File: config.mk
export PLATFORM = sky130hd
export DESIGN_NAME = judgment_peak_detect
export DESIGN_NICKNAME = d
export VERILOG_FILES = /design/src/rtl/mf_pkg.sv /design/src/rtl/mf_peak_window.sv /design/src/rtl/judgment_peak_detect.sv
export SDC_FILE = /design/constraint.sdc
export NUM_CORES = 1
export LEC_CHECK = 0
export ABC_AREA = 1
export BUFFER_PORTS_ARGS = -buffer_cell sky130_fd_sc_hd__buf_2
export CAP_MARGIN = 20
export CORE_MARGIN = 4
export CORE_UTILIZATION = 45
export CTS_CLUSTER_SIZE = 20
export DETAILED_ROUTE_END_ITERATION = 10
export PLACE_DENSITY = 0.65
export SLEW_MARGIN = 20
export SYNTH_ARGS = -nofsm -noshare
export SYNTH_HDL_FRONTEND = slang
export SYNTH_SLANG_ARGS = --single-unit
export TNS_END_PERCENT = 20
File: constraint.sdc
create_clock -name ap_clk -period 5.25 [get_ports ap_clk]
set_input_delay 1.05 -clock ap_clk [delete_from_list [all_inputs] [get_ports ap_clk]]
set_output_delay 1.05 -clock ap_clk [all_outputs]
set_load 0.005 [all_outputs]
File: src/rtl/mf_pkg.sv
// Shared types and helpers for the matched-filter back end.
package mf_pkg;

  localparam int FRAME_LEN_DEF = 2048;

  // Detection record as it appears on the output FIFO: {idx, value}.
  typedef struct packed {
    logic [15:0] idx;
    logic [31:0] value;
  } det_rec_t;

  typedef enum logic [1:0] {
    IDLE,
    RUN,
    FLUSH,
    DONE
  } pd_state_t;

  // Magnitude key of an IEEE-754 single. Negative values (including -0)
  // collapse to 0, so unsigned compare orders the non-negative range.
  function automatic logic [31:0] f32_key(input logic [31:0] v);
    return v[31] ? 32'd0 : {1'b0, v[30:0]};
  endfunction

endpackage

File: src/rtl/mf_peak_window.sv
// Three-tap sliding window (prev key, current sample, incoming sample)
// that flags the current sample as a local maximum above threshold.
module mf_peak_window
  import mf_pkg::*;
#(
  parameter int IDX_W = 16
) (
  input  logic             ap_clk,
  input  logic             ap_rst_n,
  input  logic             clear,
  input  logic [31:0]      thresh,
  input  logic             shift,
  input  logic             flush,
  input  logic [31:0]      din,
  input  logic [IDX_W-1:0] din_idx,
  output logic             win_valid,
  output logic             peak_valid,
  output det_rec_t         rec
);

  logic [31:0]      thresh_key;
  logic [31:0]      prev_key;
  logic [31:0]      cur_val;
  logic [IDX_W-1:0] cur_idx;
  logic             cur_valid;
  logic [31:0]      cur_key;
  logic [31:0]      next_key;

  // Evaluate the held sample against its neighbours; during flush the
  // right-hand neighbour is the implicit zero past the end of the frame.
  always_comb begin
    cur_key    = f32_key(cur_val);
    next_key   = flush ? 32'd0 : f32_key(din);
    peak_valid = cur_valid && (shift || flush) &&
                 (cur_key > thresh_key) &&
                 (cur_key > prev_key) &&
                 (cur_key >= next_key);
    rec.idx    = 16'(cur_idx);
    rec.value  = cur_val;
    win_valid  = cur_valid;
  end

  // Window shift: prime with prev=0 on frame start, advance on each read.
  always_ff @(posedge ap_clk) begin
    // NOTE: non-blocking assignments, so prev_key captures the pre-edge cur_key.
    if (!ap_rst_n) begin
      thresh_key <= '0;
      prev_key   <= '0;
      cur_val    <= '0;
      cur_idx    <= '0;
      cur_valid  <= 1'b0;
    end else if (clear) begin
      thresh_key <= f32_key(thresh);
      prev_key   <= '0;
      cur_valid  <= 1'b0;
    end else if (shift) begin
      prev_key  <= cur_valid ? cur_key : 32'd0;
      cur_val   <= din;
      cur_idx   <= din_idx;
      cur_valid <= 1'b1;
    end else if (flush) begin
      cur_valid <= 1'b0;
    end
  end

endmodule

File: src/rtl/judgment_peak_detect.sv
// Peak detector behind the matched filter: ap_ctrl_hs control, FIFO read
// side for samples, one-deep output register toward the record FIFO.
module judgment_peak_detect
  import mf_pkg::*;
#(
  parameter int FRAME_LEN = FRAME_LEN_DEF,
  parameter int IDX_W     = 16,
  parameter int MAX_DET   = 64
) (
  input  logic             ap_clk,
  input  logic             ap_rst_n,
  input  logic             ap_start,
  output logic             ap_done,
  output logic             ap_idle,
  output logic             ap_ready,
  input  logic [31:0]      x_judgment_dout,
  input  logic             x_judgment_empty_n,
  output logic             x_judgment_read,
  input  logic [31:0]      thresh,
  output logic [47:0]      det_din,
  input  logic             det_full_n,
  output logic             det_write,
  output logic [IDX_W-1:0] det_count,
  output logic             det_count_ap_vld
);

  localparam logic [IDX_W-1:0] LAST_IDX = IDX_W'(FRAME_LEN - 1);
  localparam logic [IDX_W-1:0] MAX_CNT  = IDX_W'(MAX_DET);

  pd_state_t        state, state_nxt;
  logic [IDX_W-1:0] rd_idx;
  logic [IDX_W-1:0] count;
  logic             out_full;
  det_rec_t         out_rec;
  logic             ready_q;

  logic     stall;
  logic     rd_last;
  logic     load;
  logic     win_clear;
  logic     win_flush;
  logic     win_valid;
  logic     win_peak;
  det_rec_t win_rec;

  mf_peak_window #(.IDX_W(IDX_W)) u_window (
    .ap_clk     (ap_clk),
    .ap_rst_n   (ap_rst_n),
    .clear      (win_clear),
    .thresh     (thresh),
    .shift      (x_judgment_read),
    .flush      (win_flush),
    .din        (x_judgment_dout),
    .din_idx    (rd_idx),
    .win_valid  (win_valid),
    .peak_valid (win_peak),
    .rec        (win_rec)
  );

  // Handshakes, record load decision and next-state logic.
  always_comb begin
    // NOTE: every output gets a default first, so no path can infer a latch.
    state_nxt        = state;
    stall            = out_full && !det_full_n;
    x_judgment_read  = (state == RUN) && x_judgment_empty_n && !stall;
    det_write        = out_full && det_full_n;
    rd_last          = x_judgment_read && (rd_idx == LAST_IDX);
    load             = win_peak && (count < MAX_CNT);
    win_clear        = (state == IDLE) && ap_start;
    win_flush        = (state == FLUSH) && !stall;
    ap_idle          = (state == IDLE);
    ap_done          = (state == DONE);
    det_count_ap_vld = (state == DONE);
    ap_ready         = ready_q;
    det_din          = out_rec;
    det_count        = count;
    unique case (state)
      IDLE:    if (ap_start) state_nxt = RUN;
      RUN:     if (rd_last) state_nxt = FLUSH;
      FLUSH:   if (!win_valid && !out_full) state_nxt = DONE;
      DONE:    state_nxt = IDLE;
      default: state_nxt = IDLE;
    endcase
  end

  // State, read index, record count and the output register.
  always_ff @(posedge ap_clk) begin
    if (!ap_rst_n) begin
      state    <= IDLE;
      rd_idx   <= '0;
      count    <= '0;
      out_full <= 1'b0;
      out_rec  <= '0;
      ready_q  <= 1'b0;
    end else begin
      state   <= state_nxt;
      ready_q <= rd_last;
      if (win_clear) begin
        rd_idx <= '0;
        count  <= '0;
      end else if (x_judgment_read) begin
        rd_idx <= rd_idx + IDX_W'(1);
      end
      // A load can coincide with the drain of the previous record.
      if (load) begin
        out_rec  <= win_rec;
        out_full <= 1'b1;
        count    <= count + IDX_W'(1);
      end else if (det_write) begin
        out_full <= 1'b0;
      end
    end
  end

endmodule

### Yosys cells after proc, flatten, opt, wreduce, memory -nomap -nowiden

Index checks and enable logic that the tools add are counted.

| operators by class | value |
|---|---|
| add/sub/neg operators | 2 |
| $lt $le $gt $ge | 4 |
| eq/ne operators | 7 |
| muxes and demuxes | 15 |
| bitwise logic cells | 2 |
| reductions and logical operators | 25 |

Operators with widths:

| cell | count |
|---|---|
| two-way mux 31 bit | 3 |
| greater-than comparator 32 bit | 2 |
| two-way mux 32 bit | 2 |
| adder 16 x 1 -> 16 bit (second input constant) | 2 |
| >= comparator 32 bit | 1 |
| two-way mux 16 bit | 2 |
| equality test 16 x 11 -> 1 bit (second input constant) | 1 |
| < comparator 16 x 7 -> 1 bit (second input constant) | 1 |
| logical AND 1 bit | 13 |
| case mux 2 bit (4 select lines) | 1 |
| two-way mux 2 bit | 3 |
| nonzero test 2 bit | 3 |
| equality test 2 bit (second input constant) | 2 |
| zero test 1 bit | 4 |
| two-way mux 1 bit | 4 |
| != test 2 bit (second input constant) | 2 |
| AND reduction 3 bit | 1 |
| equality test 2 x 1 -> 1 bit (second input constant) | 1 |
| zero test 2 bit | 1 |
| != test 2 x 1 -> 1 bit (second input constant) | 1 |
| inverter 1 bit | 2 |
| AND reduction 2 bit | 1 |
| OR reduction 2 bit | 1 |
| logical OR 1 bit | 1 |

| storage, ports and cells | value |
|---|---|
| register bits after elaboration | 197 |
| input bits | 69 |
| logic and storage cells | 67 |

### Longest topological paths before layout

| depth | value |
|---|---|
| word-level depth | 11 |
| gate-level depth with buffers | 27 |
| gate-level depth less buffers | 24 |

### Hierarchy

Synthesis repeated with hierarchy kept, for this count alone.

| unflattened totals | value |
|---|---|
| cell total of the unflattened synthesis | 1365 |
| area total of the unflattened synthesis | 9759.4 um2 |

By module, submodules not included:

| module | instances | cells an instance | area an instance (um2) | sequential area each (um2) |
|---|---|---|---|---|
| mf_peak_window | 1 | 910 | 6409.9 | 2222.1 |
| judgment_peak_detect | 1 | 455 | 3349.5 | 1681.6 |

### Worst setup path before layout

Ideal clock, no wire load.

| path | value |
|---|---|
| path kind | input-to-reg |
| from | input port det_full_n |
| to | register out_rec, in the netlist det_din[0] |
| library setup time | 0.113 ns |
| arrival time | 3.390 ns |
| data required time | 5.137 ns |
| path slack | 1.748 ns |
| cell stages on the path | 19 |
| cell sequence | inv_2 -> a21oi_2 -> nor2_1 -> clkbuf_1 -> clkbuf_1 -> nand2_1 -> ha_1 -> a21oi_1 -> o21ai_0 -> nand4_1 -> o211ai_1 -> a21oi_1 -> nand2_2 -> nand3_4 -> inv_2 -> buf_6 -> buf_6 -> nor2_1 -> nor2_1 |

| on the way | value |
|---|---|
| word-level cells in the longest chain between the ends | 10 |
| elaborated cells between the ends (all ways) | 13 |
| classes of those cells | order compare (1); mux (1); reduce/logical (11) |

RTL lines:

| item | line | text |
|---|---|---|
| start: declaration | judgment_peak_detect.sv:21 | `input logic det_full_n,` |
| zero test 1 bit * | judgment_peak_detect.sv:64 | `stall = out_full && !det_full_n;` |
| logical AND 1 bit * | judgment_peak_detect.sv:64 |  |
| zero test 1 bit * | judgment_peak_detect.sv:65, judgment_peak_detect.sv:70 |  |
| parallel branches: the longest is 5 deep, another holds >= comparator 32 bit | n/a |  |
| logical AND 1 bit * | mf_peak_window.sv:36 | `(cur_key > prev_key) &&` |
| logical AND 1 bit * | judgment_peak_detect.sv:68 | `load = win_peak && (count < MAX_CNT);` |
| end signal: assignment | judgment_peak_detect.sv:106 | `out_rec <= win_rec;` |
| end: declaration | judgment_peak_detect.sv:34 | `det_rec_t out_rec;` |

Mark *: on every way between the ends.
A chain may end at the register's enable or synchronous reset.

### Worst setup path in the final report

| path | value |
|---|---|
| from | register state[0] |
| to | register out_rec, in the netlist det_din[27] |

| on the way | value |
|---|---|
| word-level cells in the longest chain between the ends | 9 |
| elaborated cells between the ends (all ways) | 13 |
| classes of those cells | order compare (1); eq/ne (2); mux (1); reduce/logical (9) |

RTL lines:

| item | line | text |
|---|---|---|
| start: declaration | judgment_peak_detect.sv:30 | `pd_state_t state, state_nxt;` |
| start signal: assignment | judgment_peak_detect.sv:96 | `state <= state_nxt;` |
| parallel branches: the longest is 7 deep, another holds >= comparator 32 bit | n/a |  |
| logical AND 1 bit * | mf_peak_window.sv:36 |  |
| logical AND 1 bit * | judgment_peak_detect.sv:68 |  |

Marked as above.

==> results by group <==
Global routing
  – Tot GR Track Use: 20.5%
  – Largest net degree at the start of global routing: 100
  – First-pass GRT wire length: 41.1 mm
  – GRT overflow: 0
  – Vias in the first global route: 8403
  – Initial antenna violation count: 1

Die
  – Die area: 24600 sq um
  – Ports: 139
  – Core box area: 21800 sq um
  – Initial Utilization: 45.7%
  – DIE HEIGHT: 157 um
  – Row count: 54
  – Chip width: 157 um

Detailed routing
  – Final ANT Viol Nets: 0
  – Iter 0 DRT Violations: 521
  – Wire per inst: 14.3 um
  – Vias: 9023
  – DRC Markers: 0
  – Via-to-Cell Ratio: 5.12
  – Final WL: 25.2 mm
  – First drt pass iteration count: 4

Power
  – Leakage: 5.07 nW
  – VDD IR max: 244 uV
  – Pwr dens: 406 nW/um^2

STA
  – Slew HR: 37.5%
  – Least-Margin Pin Slew: 937 ps
  – Fin. Hold Viols: 0
  – Setup Total Neg Slack: 0 ps
  – Worst hold slack: 456 ps
  – Final setup vio count: 0
  – Fin crit share: 79.3%
  – Slew Limit Fails: 0
  – RSZ-0062 raised after global routing: false
  – Min Clock Period, post-route: 4160 ps
  – Max Fclk: 240 MHz
  – Clock Skew: 26.5 ps

Final layout
  – Most frequent cells in the layout: dfxtp_1, nor2_1, nand2_1
  – Nets: 1636
  – Layout cell share with drive strength beyond 1: 13.9%
  – Commonest non-fill, non-tap cell in the layout: dfxtp_1
  – Sequential cell area: 3910 sq um
  – Diode count: 0
  – Filler instances: 2185
  – Final Non-Filler Cells: 1762
  – Area delta synth->final: 14.4%
  – Design area: 11400 sq um
  – Finished Core Util: 52.3%
  – Area of the multi-input gates: 5130 sq um

Critical path
  – Max incr delay on CP: 710 ps
  – Crit path to: det_din[27]
  – Worst setup SP type: flip-flop
  – Nature of the critical path endpoint: flip-flop
  – FF-to-FF End: det_din[27]
  – Critical path type: flip-flop to flip-flop
  – CP cell instances: inv_1, ha_1, inv_1, a21oi_2, nor2_2, nand2_1, ha_1, nand3_1, nor3_1, nor4b_1, nand2_1, nand2_2, nand3_4, inv_2, nor2_1, nor2_1
  – Worst path arrival time: 4530 ps
  – CP required: 5620 ps
  – Beginning of the critical path: state[0]
  – CP Max Fanout: 48
  – Reg2reg setup slack: 1090 ps
  – Cells on worst reg2reg path: 16
  – Slowest CP cell: inv_2
  – Worst R2R Start: state[0]

Clock tree
  – CTS Hold Bufs: 0
  – CTS Buf Count: 17
  – Post-CTS setup buffer count: 0
  – CTS root buf: clkbuf_16
  – H-tree depth: 4
  – Resized cells post-CTS: 0
  – Max Root-Sink Buffers: 2
  – TritonCTS clock tree: yes
  – CTS sink cnt: 195
  – Clock-pin slew on the worst setup and hold paths: 80 ps
  – Clk_lat worst skew: 450 ps

Placement
  – GPL Wtd Cong: 0.842
  – Placed cells: 1731
  – Area after DPL: 10800 sq um
  – Detail Placement HPWL: 18.3 mm
  – Port Buffers: 138

Logic synthesis
  – Syn. warnings: 0
  – Synth Cell Area: 9970 sq um
  – Synthesized instance count: 1367
  – Seq/Total Area, Yosys: 39.1%
  – Syn nets: 1533
  – Syn Area/Cell: 7.30 sq um
  – Distinct cells, synth: 38
  – Seq cells post-synth: 195

Status
  – Status: finished clean

Min path
  – Worst min path class: flip-flop to flip-flop

Job
  – Max-cap violations: 0
power breakdown:
part,internal [mW],total [mW],switching (mW)
clock,0.638,1.25,0.613
sequential,1.62,1.68,0.0596
combinational,0.556,1.70,1.15
worst min path at each step:
stage	cells after the start	slack, ps	endpoint	startpoint
finish	2	460	u_window.cur_idx[5]	u_window.cur_idx[5]
global route	2	470	u_window.cur_idx[7]	u_window.cur_idx[7]
CTS	2	460	u_window.cur_idx[7]	u_window.cur_idx[7]
detailed placement	2	450	u_window.cur_idx[7]	u_window.cur_idx[7]
global placement	2	440	u_window.cur_idx[13]	u_window.cur_idx[13]
floorplan	2	430	u_window.cur_idx[0]	u_window.cur_idx[0]
cell type report:
type                       count  share of cell area (%)
inverter                     174                    5.72
sequential                   195                    34.2
multi-input combinational    928                    44.9
clock buffer                  19                    3.88
tap                          280                    3.07
clock inverter                12                    1.04
timing repair buffer         154                    7.11
registers in the layout, summed over array words and instances, names as in the netlist, 2 cells and up:
| signal | flops |
|---|---|
| u_window.thresh_key | 31 |
| u_window.cur_val | 32 |
| u_window.prev_key | 31 |
| rd_idx | 16 |
| u_window.cur_idx | 16 |
| det_din | 48 |
| det_count | 16 |
| state | 2 |
cells in the mapped netlist:
| master | n | area (sq um) |
|---|---|---|
| nand3b_1 | 3 | 22.5 |
| and3_1 | 2 | 12.5 |
| nand3_1 | 119 | 596 |
| inv_1 | 168 | 631 |
| dfxtp_1 | 195 | 3900 |
| o211ai_1 | 2 | 15.0 |
| nor2_2 | 2 | 12.5 |
| buf_2 | 11 | 55.1 |
| nand4_1 | 11 | 68.8 |
| nand2_2 | 4 | 25.0 |
| nor4b_1 | 1 | 8.76 |
| inv_2 | 5 | 18.8 |
| buf_6 | 3 | 33.8 |
| clkbuf_1 | 45 | 169 |
| xor2_1 | 5 | 43.8 |
| o21ai_1 | 1 | 5.00 |
| a21oi_1 | 138 | 691 |
| a21oi_2 | 2 | 17.5 |
| a211oi_1 | 31 | 233 |
| nor3b_1 | 1 | 7.51 |
| nor3_1 | 13 | 65.1 |
| xnor2_1 | 1 | 8.76 |
| nor4_1 | 4 | 25.0 |
| nor4_2 | 2 | 25.0 |
| clkinv_1 | 1 | 3.75 |
| nand3_4 | 1 | 17.5 |
| buf_1 | 10 | 37.5 |
| nand3_2 | 1 | 10.0 |
| nand2_1 | 185 | 694 |
| o31a_1 | 1 | 8.76 |
| ha_1 | 97 | 1210 |
| a31oi_1 | 3 | 18.8 |
| o21a_1 | 4 | 30.0 |
| buf_4 | 1 | 7.51 |
| nor3_2 | 1 | 10.0 |
| nor2_1 | 193 | 724 |
| a32o_1 | 1 | 10.0 |
| o21ai_0 | 99 | 495 |
through the flow:
stage	setup slack [ps]	power, mW
after floorplan	1750	2.97
after global placement	793	3.37
after detailed placement	676	3.41
after CTS	1110	4.67
after global routing	677	5.00
final	1090	4.64
metal layers:
| metal | vias to the layer above | wire length (um) | global-route usage (%) |
|---|---|---|---|
| met2 | 179 | 11600 | 33.9 |
| met5 | - | 7 | 0 |
| met3 | 33 | 1290 | 4.09 |
| met4 | 2 | 538 | 7.07 |
| met1 | 4107 | 11700 | 26.9 |
| li1 | 4702 | - | - |
critical path: cells and delay by family (launching register included):
family                   cells  cell delay (ps)
adder cells (fa/ha/maj)      2              570
flip-flops                   1              400
AO/OA/AOI/OAI                1               70
AND/OR/NAND/NOR             10             2140
buffers and inverters        3              900
cell families (layout without fill, tap and decap cells):
family                   after synthesis  after routing  share of synthesized area (%)
AO/OA/AOI/OAI                        282            282                           15.3
adder cells (fa/ha/maj)               97             97                           12.2
AND/OR/NAND/NOR                      543            543                           23.3
XOR/XNOR                               6              6                          0.527
buffers and inverters                244            359                           9.58
flip-flops                           195            195                           39.1
(Power assumes the default switching activity.)
